[config.mk]
export PLATFORM = sky130hd
export DESIGN_NAME = lcd_frame_sched
export DESIGN_NICKNAME = d
export VERILOG_FILES = /design/src/rtl/lcd_frame_sched.sv
export SDC_FILE = /design/constraint.sdc
export NUM_CORES = 1
export LEC_CHECK = 0
export BUFFER_PORTS_ARGS = -buffer_cell sky130_fd_sc_hd__clkbuf_2
export CORE_MARGIN = 1.5
export CORE_UTILIZATION = 25
export DETAILED_ROUTE_END_ITERATION = 16
export SYNTH_ARGS = -nofsm -noshare
export SYNTH_HDL_FRONTEND = slang
export SYNTH_SLANG_ARGS = --single-unit
export TNS_END_PERCENT = 10
[constraint.sdc]
create_clock -name clk -period 3.54 [get_ports clk]
set_input_delay 0.708 -clock clk [delete_from_list [all_inputs] [get_ports clk]]
set_output_delay 0.708 -clock clk [all_outputs]
set_load 0.02 [all_outputs]
[src/rtl/lcd_frame_sched.sv]
// lcd_frame_sched: triple-buffer frame scheduler for the LCD frame store.
// Writes PPU pixels into one of three banks and publishes only complete HxV frames.
// At each scan-out frame start it hands the newest published bank to scan-out.
//
// Build option: LCD_SKIP_FIRST_FRAME_EN discards the first frame after `on` rises.
//
// Ports:
//   clk            core clock, rising edge
//   reset_n        asynchronous active-low reset
//   clkena         PPU pixel-valid strobe (one pixel per asserted cycle)
//   mode           PPU mode, 2'd1 = vblank
//   on             LCD enable
//   rd_frame_start scan-out start-of-frame pulse (already in clk domain)
//   wr_en/wr_addr  registered frame-store write, wr_addr = {bank, offset[14:0]}
//   rd_bank        bank scan-out reads
//   rd_valid       rd_bank holds a published frame
//   frame_pub      one-cycle pulse: frame published
//   frame_drop     one-cycle pulse: short/overflowed frame discarded
module lcd_frame_sched #(
  parameter int unsigned H = 160,
  parameter int unsigned V = 144
) (
  input  logic        clk,
  input  logic        reset_n,
  input  logic        clkena,
  input  logic [1:0]  mode,
  input  logic        on,
  input  logic        rd_frame_start,
  output logic        wr_en,
  output logic [16:0] wr_addr,
  output logic [1:0]  rd_bank,
  output logic        rd_valid,
  output logic        frame_pub,
  output logic        frame_drop
);

  localparam logic [14:0] FS = 15'(H * V);

`ifdef LCD_SKIP_FIRST_FRAME_EN
  typedef enum logic [1:0] {ST_OFF, ST_SKIP, ST_DRAW, ST_VBL} state_t;
`else
  typedef enum logic [1:0] {ST_OFF, ST_DRAW, ST_VBL} state_t;
`endif

  state_t      state, state_n;
  logic [1:0]  w_bank, r_bank, d_bank;
  logic [1:0]  w_n, r_n, d_n;
  logic [14:0] cnt, cnt_n;
  logic        ovf, ovf_n;
  logic        fresh, fresh_n;
  logic        valid_n;
  logic [1:0]  prev_mode;
  logic        wr_en_n, pub_n, drop_n;
  logic [16:0] wr_addr_n;
  logic        vbl_entry;

  assign vbl_entry = (mode == 2'd1) && (prev_mode != 2'd1);
  assign rd_bank   = d_bank;

  always_ff @(posedge clk or negedge reset_n) begin
    if (!reset_n) begin
      state      <= ST_OFF;
      w_bank     <= 2'd0;
      r_bank     <= 2'd1;
      d_bank     <= 2'd2;
      cnt        <= '0;
      ovf        <= 1'b0;
      fresh      <= 1'b0;
      rd_valid   <= 1'b0;
      prev_mode  <= 2'd0;
      wr_en      <= 1'b0;
      wr_addr    <= '0;
      frame_pub  <= 1'b0;
      frame_drop <= 1'b0;
    end else begin
      state      <= state_n;
      w_bank     <= w_n;
      r_bank     <= r_n;
      d_bank     <= d_n;
      cnt        <= cnt_n;
      ovf        <= ovf_n;
      fresh      <= fresh_n;
      rd_valid   <= valid_n;
      prev_mode  <= mode;
      wr_en      <= wr_en_n;
      wr_addr    <= wr_addr_n;
      frame_pub  <= pub_n;
      frame_drop <= drop_n;
    end
  end

  always_comb begin
    state_n   = state;
    w_n       = w_bank;
    r_n       = r_bank;
    d_n       = d_bank;
    cnt_n     = cnt;
    ovf_n     = ovf;
    fresh_n   = fresh;
    valid_n   = rd_valid;
    wr_en_n   = 1'b0;
    wr_addr_n = wr_addr;
    pub_n     = 1'b0;
    drop_n    = 1'b0;

    if (!on) begin
      // Partial frame is silently abandoned; bank indices survive.
      state_n = ST_OFF;
      cnt_n   = '0;
      ovf_n   = 1'b0;
      fresh_n = 1'b0;
      valid_n = 1'b0;
    end else begin
      case (state)
        ST_OFF: begin
`ifdef LCD_SKIP_FIRST_FRAME_EN
          state_n = ST_SKIP;
`else
          state_n = ST_DRAW;
`endif
          cnt_n = '0;
          ovf_n = 1'b0;
        end
`ifdef LCD_SKIP_FIRST_FRAME_EN
        ST_SKIP: begin
          if (vbl_entry) state_n = ST_VBL;
        end
`endif
        ST_DRAW: begin
          if (clkena) begin
            if (cnt < FS) begin
              wr_en_n   = 1'b1;
              wr_addr_n = {w_bank, cnt};
              cnt_n     = cnt + 15'd1;
            end else begin
              ovf_n = 1'b1;
            end
          end
          // Evaluate on the post-pixel count so a pixel landing on the
          // vblank-entry cycle still completes the frame.
          if (vbl_entry) begin
            state_n = ST_VBL;
            if (cnt_n == FS && !ovf_n) begin
              r_n     = w_bank;
              w_n     = r_bank;
              fresh_n = 1'b1;
              pub_n   = 1'b1;
            end else begin
              drop_n = 1'b1;
            end
          end
        end
        ST_VBL: begin
          if (mode != 2'd1) begin
            state_n = ST_DRAW;
            cnt_n   = '0;
            ovf_n   = 1'b0;
          end
        end
        default: state_n = ST_OFF;
      endcase

      // Swap works on the post-publish indices so a same-cycle publish
      // goes straight to display.
      if (rd_frame_start && state != ST_OFF && fresh_n) begin
        d_n     = r_n;
        r_n     = d_bank;
        fresh_n = 1'b0;
        valid_n = 1'b1;
      end
    end
  end

endmodule
# --- After elaboration in Yosys (flattened, before gate mapping) ---
# Index checks and enable logic that the tools add are counted.
word_totals:
  ff_bits: 48
  wordCells: 79
classes:
  n_addsub: 1
  order_cmp: 1
  n_eq_ne: 10
  n_mux: 42
  n_reduce_logical: 12
ops:
  columns: ["cell", "n"]
  rows:
  - ["two-way mux 15 bit", 6]
  - ["one-hot mux 15 bit (3 select lines)", 1]
  - ["two-way mux 1 bit", 26]
  - ["adder 15 x 1 -> 15 bit, second input constant", 1]
  - ["equality test 15 bit, second input constant", 1]
  - ["< comparator 15 bit, second input constant", 1]
  - ["two-way mux 2 bit", 7]
  - ["AND reduction 4 bit", 2]
  - ["inequality test 2 x 1 -> 1 bit, second input constant", 3]
  - ["inequality test 3 bit, second input constant", 2]
  - ["one-hot mux 2 bit (3 select lines)", 1]
  - ["AND reduction 2 bit", 3]
  - ["equality test 2 x 1 -> 1 bit, second input constant", 2]
  - ["logical AND 1 bit", 4]
  - ["inequality test 4 x 1 -> 1 bit, second input constant", 1]
  - ["one-hot mux 1 bit (3 select lines)", 1]
  - ["equality test 2 bit, second input constant", 1]
  - ["logical NOT 2 bit", 1]
  - ["nonzero test 2 bit", 1]
  - ["logical NOT 1 bit", 1]

# --- Logic depth before layout (Yosys ltp) ---
logic_depth:
  depth_word: 14
  depth_mapped: 10
  mapped_depth_nobuf: 9

# --- Least setup slack after synthesis ---
# Ideal clock, no wire load.
synth_path:
  path_kind: "input to register"
  startpoint: "input port clkena"
  endpoint: "register r_bank[1]"
  arrival_ns: 2.530
  required_ns: 3.429
  slack_ns: 0.899
  path_stages: 9
  path_cell_list: "nor2b_1 > o2bb2ai_1 > or3_1 > a32oi_1 > nand3_1 > nor4_4 > buf_6 > o21ai_2 > a222oi_1"
synth_via:
  elab_chain_len: 11
synth_rtl:
  columns: ["element", "line_no", "source"]
  rows:
  - ["from (decl)", "25", "input logic clkena,"]
  - ["two-way mux 15 bit / two-way mux 1 bit (equally long branches)", "130", "if (clkena) begin"]
  - ["two-way mux 15 bit / two-way mux 1 bit (equally long branches)", "114", "case (state)"]
  - ["two-way mux 15 bit / two-way mux 1 bit (equally long branches)", "106", "if (!on) begin"]
  - ["equality test 15 bit / logical NOT 1 bit (equally long branches)", "143", "if (cnt_n == FS && !ovf_n) begin"]
  - ["logical AND 1 bit *", "143", null]
  - ["two-way mux 1 bit", "143", null]
  - ["two-way mux 1 bit", "141", "if (vbl_entry) begin"]
  - ["two-way mux 1 bit", "114", null]
  - ["two-way mux 1 bit", "106", null]
  - ["logical AND 1 bit", "165", "if (rd_frame_start && state != ST_OFF && fresh_n) begin"]
  - ["two-way mux 2 bit *", "165", null]
  - ["to (signal assigned)", "78", "r_bank <= r_n;"]
  - ["to (decl)", "46", "logic [1:0] w_bank, r_bank, d_bank;"]
# Mark *: on every way between the ends. The rest lies on a longest branch, timed or not. The select of a mux whose other input is x is not followed.
# A chain may end at the register's enable or synchronous reset.

# --- Worst setup path in the final report ---
layout_path:
  startpoint: "register cnt[9]"
  endpoint: "register r_bank[0]"
layout_via:
  elab_chain_len: 13
layout_rtl:
  columns: ["element", "line_no", "source"]
  rows:
  - ["from (decl)", "48", "logic [14:0] cnt, cnt_n;"]
  - ["from (signal assigned)", "80", "cnt <= cnt_n;"]
  - ["adder 15 x 1 -> 15 bit / < comparator 15 bit (equally long branches)", "134, 131", null]
  - ["two-way mux 15 bit / two-way mux 1 bit (equally long branches)", "131", "if (cnt < FS) begin"]
  - ["two-way mux 15 bit / two-way mux 1 bit (equally long branches)", "130", null]
  - ["two-way mux 15 bit / two-way mux 1 bit (equally long branches)", "114", null]
  - ["two-way mux 15 bit / two-way mux 1 bit (equally long branches)", "106", null]
  - ["equality test 15 bit / logical NOT 1 bit (equally long branches)", "143", null]
  - ["logical AND 1 bit *", "143", null]
  - ["two-way mux 1 bit", "143", null]
  - ["two-way mux 1 bit", "141", null]
  - ["two-way mux 1 bit", "114", null]
  - ["two-way mux 1 bit", "106", null]
  - ["logical AND 1 bit", "165", null]
  - ["two-way mux 2 bit *", "165", null]
# Marks and branches as above.

==> results.ini <==
[global_route]
antenna_found_initial = 0
grt_pass1_vias = 2010
gr-usage-all-layers_pct = 11.09
grt_remaining_overflow = 0
grt_pass1_wl_um = 9880
grt_max_degree = 29

[worst_setup_path]
r2r_cells = 8
worst-r2r-setup-slack_ns = 0.56
worst-path-max-fanout = 10
critical_path_depth = 8
path_delay_family = compound AO/OA/AOI/OAI gates
r2r-end = r_bank[0]
worstSetupPathType = reg -> reg
crit_arrival_ns = 3.22
path_buf_inv = 0
endpoint_kind = flop
cpMaxStageDelayCell = dfrtp_1
slowest_delay_ns = 0.51
reg2reg_from = cnt[9]
crit_path_start_kind = flop
worst_ep_required_time_ns = 3.78
crit_path_cell_trace = o211a_4 -> o31ai_4 -> nand4_1 -> a32oi_1 -> nand3_1 -> nor4_4 -> mux2_2 -> o211a_1

[timing]
fin_crit_ns = 2.985
setup_viol = 0
rsz0062_at_grt = no
slew_viol_final = 0
hold_viol = 0
worst_pin_slew_ns = 0.6871
setup-tns-final_ns = 0
finClkSkew_ns = 0.007937
clock.fmax_ghz = 0.3350
period_share_pct = 84.31
slew_headroom_pct = 54.05

[logic_synthesis]
syn_nets = 263
synth-xor-area-share_pct = 1.364
synth_top_area_share_pct = 44.81
synth_edf_count = 0
yosysTopAreaCell = dfrtp_1
synth_compound_area_share_pct = 17.05
async_flop_share_pct = 100.0
syn_area_um2 = 2569
synthFlopType = dfrtp_1
synth-seq-cells = 48
synth_top_cells_by_area = dfrtp_1 (45%), mux2_2 (9.2%), o21ai_0 (4.9%), nand2_1 (2.5%), nor2_1 (2.2%)
synth_top_family_by_area = simple AND/OR/NAND/NOR gates
synthMuxAreaShare_pct = 10.38
netlist_instances = 255
synth_simple_gate_area_share_pct = 19.43
ys_warn_count = 0
synthAdderAreaFrac_pct = 0.4871
avgSynthCellArea_um2 = 10.07
ys_types = 54
synth-seq-area-share_pct = 46.86

[die]
fp.dieH_um = 104.4
die_area_um2 = 10890
start_util_pct = 26.04
rows = 36
die_w_um = 104.4
core_um2 = 9864
ios = 30

[power]
leakagePower_uw = 0.001363
p_sw_uw = 227.1
clkPwrFrac_pct = 34.8
seq_power_share_pct = 58.1
internal_power_uw = 736.8
swShare_pct = 23.56
p_total_uw = 963.9
ir_drop_mv = 0.1356
power_density_nw_per_um2 = 326.0
combPwrFrac_pct = 7.1

[worst_hold_path]
hp-class = in -> async

[clock_tree]
h-tree-depth = 2
cts.sinks = 48
cts-resized-gates = 0
worstSkewPairLatency_ns = 0.30
cts_setup_buffers = 0
cts.path.max_buffers = 2
clk_pin_slew_worst_paths_ns = 0.09
cts_tree = built
numCtsBuffers = 5
postCtsHoldBufs = 0
clock-root-buffer = clkbuf_8

[detailed_routing]
num_vias = 2027
avgViaCountPerCell = 4.873
wl_um = 5580
dr.pass1.iters = 4
postRouteAntennaNets = 0
drc = 0
wire_per_inst_um = 13.41
drt_iter0_drc = 117

[cells_and_area]
final_common_cell = dfrtp_1
final_cell_mix = dfrtp_1 (46), clkbuf_2 (29), o21ai_0 (25)
drive_above_1_share_pct = 26.86
nNetsFinal = 290
nFillCells = 1048
postLayoutCoreUtil_pct = 29.97
syn_to_final_growth_pct = 15.10
n_antenna_cell = 0

[place]
gp_congestion = 0.8916
hpwl_um = 4156
io_buffers = 29

[run_status]
status = completed

[job]
cap_violations = 0

==> sequential cells by signal, summed over array words and instances (netlist names) <==
register	count
cnt	15
frame_drop	1
frame_pub	1
fresh	1
ovf	1
prev_mode	2
r_bank	2
rd_bank	2
rd_valid	1
state	2
w_bank	2
wr_addr	17
wr_en	1
==> layer usage <==
metal	GRT usage, %	share of wire [%]
met5	0	0
met4	3.770	1.6
met3	2.757	4.7
met2	17.48	46
met1	14.75	47
==> power groups by stage <==
stage          Sequential [uW]  Combinational [uW]  Clock (uW)
4_1_cts                    560                70.5         354
3_3_place_gp               570                69.9           0
3_5_place_dp               571                70.5           0
5_1_grt                    561                78.1         373
2_1_floorplan              574                35.9           0
6_report                   560                68.6         335
==> cell usage after synthesis, types with 3 or more instances <==
cell type  count
nand2b_1       4
a21oi_1        8
a31oi_1        4
dfrtp_1       46
nand2_1       17
and2_1         4
o2bb2ai_1      3
buf_2          4
o21ai_0       25
nor4_1         3
nor2_1        15
nor2b_1        3
clkbuf_1      10
o31ai_1        4
inv_1          7
mux2_2        21
nand3_1       10
nor3b_1        6
nand4_1        6
mux2i_1        3
nor3_1         7
==> worst reg2reg max path, cell delays in order (launching register included) <==
cell	delay, ns
dfrtp_1	0.51
o211a_4	0.32
o31ai_4	0.46
nand4_1	0.15
a32oi_1	0.27
nand3_1	0.17
nor4_4	0.45
mux2_2	0.38
o211a_1	0.20
==> cells by family after synthesis <==
kind of cell             count (synthesis)
adder cells (fa/ha/maj)                  1
multiplexers                            24
buffers and inverters                   25
XOR/XNOR                                 4
AND/OR/NAND/NOR                         89
AO/OA/AOI/OAI                           64
flip-flops                              48
==> stage by stage <==
step                instances  hold WS [ns]  setup WS [ns]  instance area [um^2]
floorplan                 255        0.4124         0.8987                  2569
global placement          408        0.4899         0.4242                  2863
detailed placement        408        0.4912         0.3689                  2863
finish                    416        0.4419         0.5553                  2957
global route              416        0.4967         0.3062                  2957
CTS                       416        0.4577         0.5626                  2957
==> worst max path at each step <==
stage	start	to	slack [ns]
6_report	cnt[9]	r_bank[0]	0.56
5_1_grt	cnt[0]	r_bank[0]	0.31
4_1_cts	cnt[9]	r_bank[0]	0.56
3_5_place_dp	clkena	r_bank[0]	0.37
3_3_place_gp	clkena	r_bank[0]	0.42
2_1_floorplan	clkena	r_bank[1]	0.90
==> layout make-up <==
type                       instances  area, um^2  area share [%]
clock buffer                       7       86.33           2.920
clock inverter                     1       7.507          0.2539
inverter                           7       26.28          0.8887
multi-input combinational        182        1254           42.40
sequential                        48        1204           40.71
tap                              133       166.4           5.628
timing repair buffer              38       212.7           7.194
Note: power is estimated with default switching activity, not from simulation.
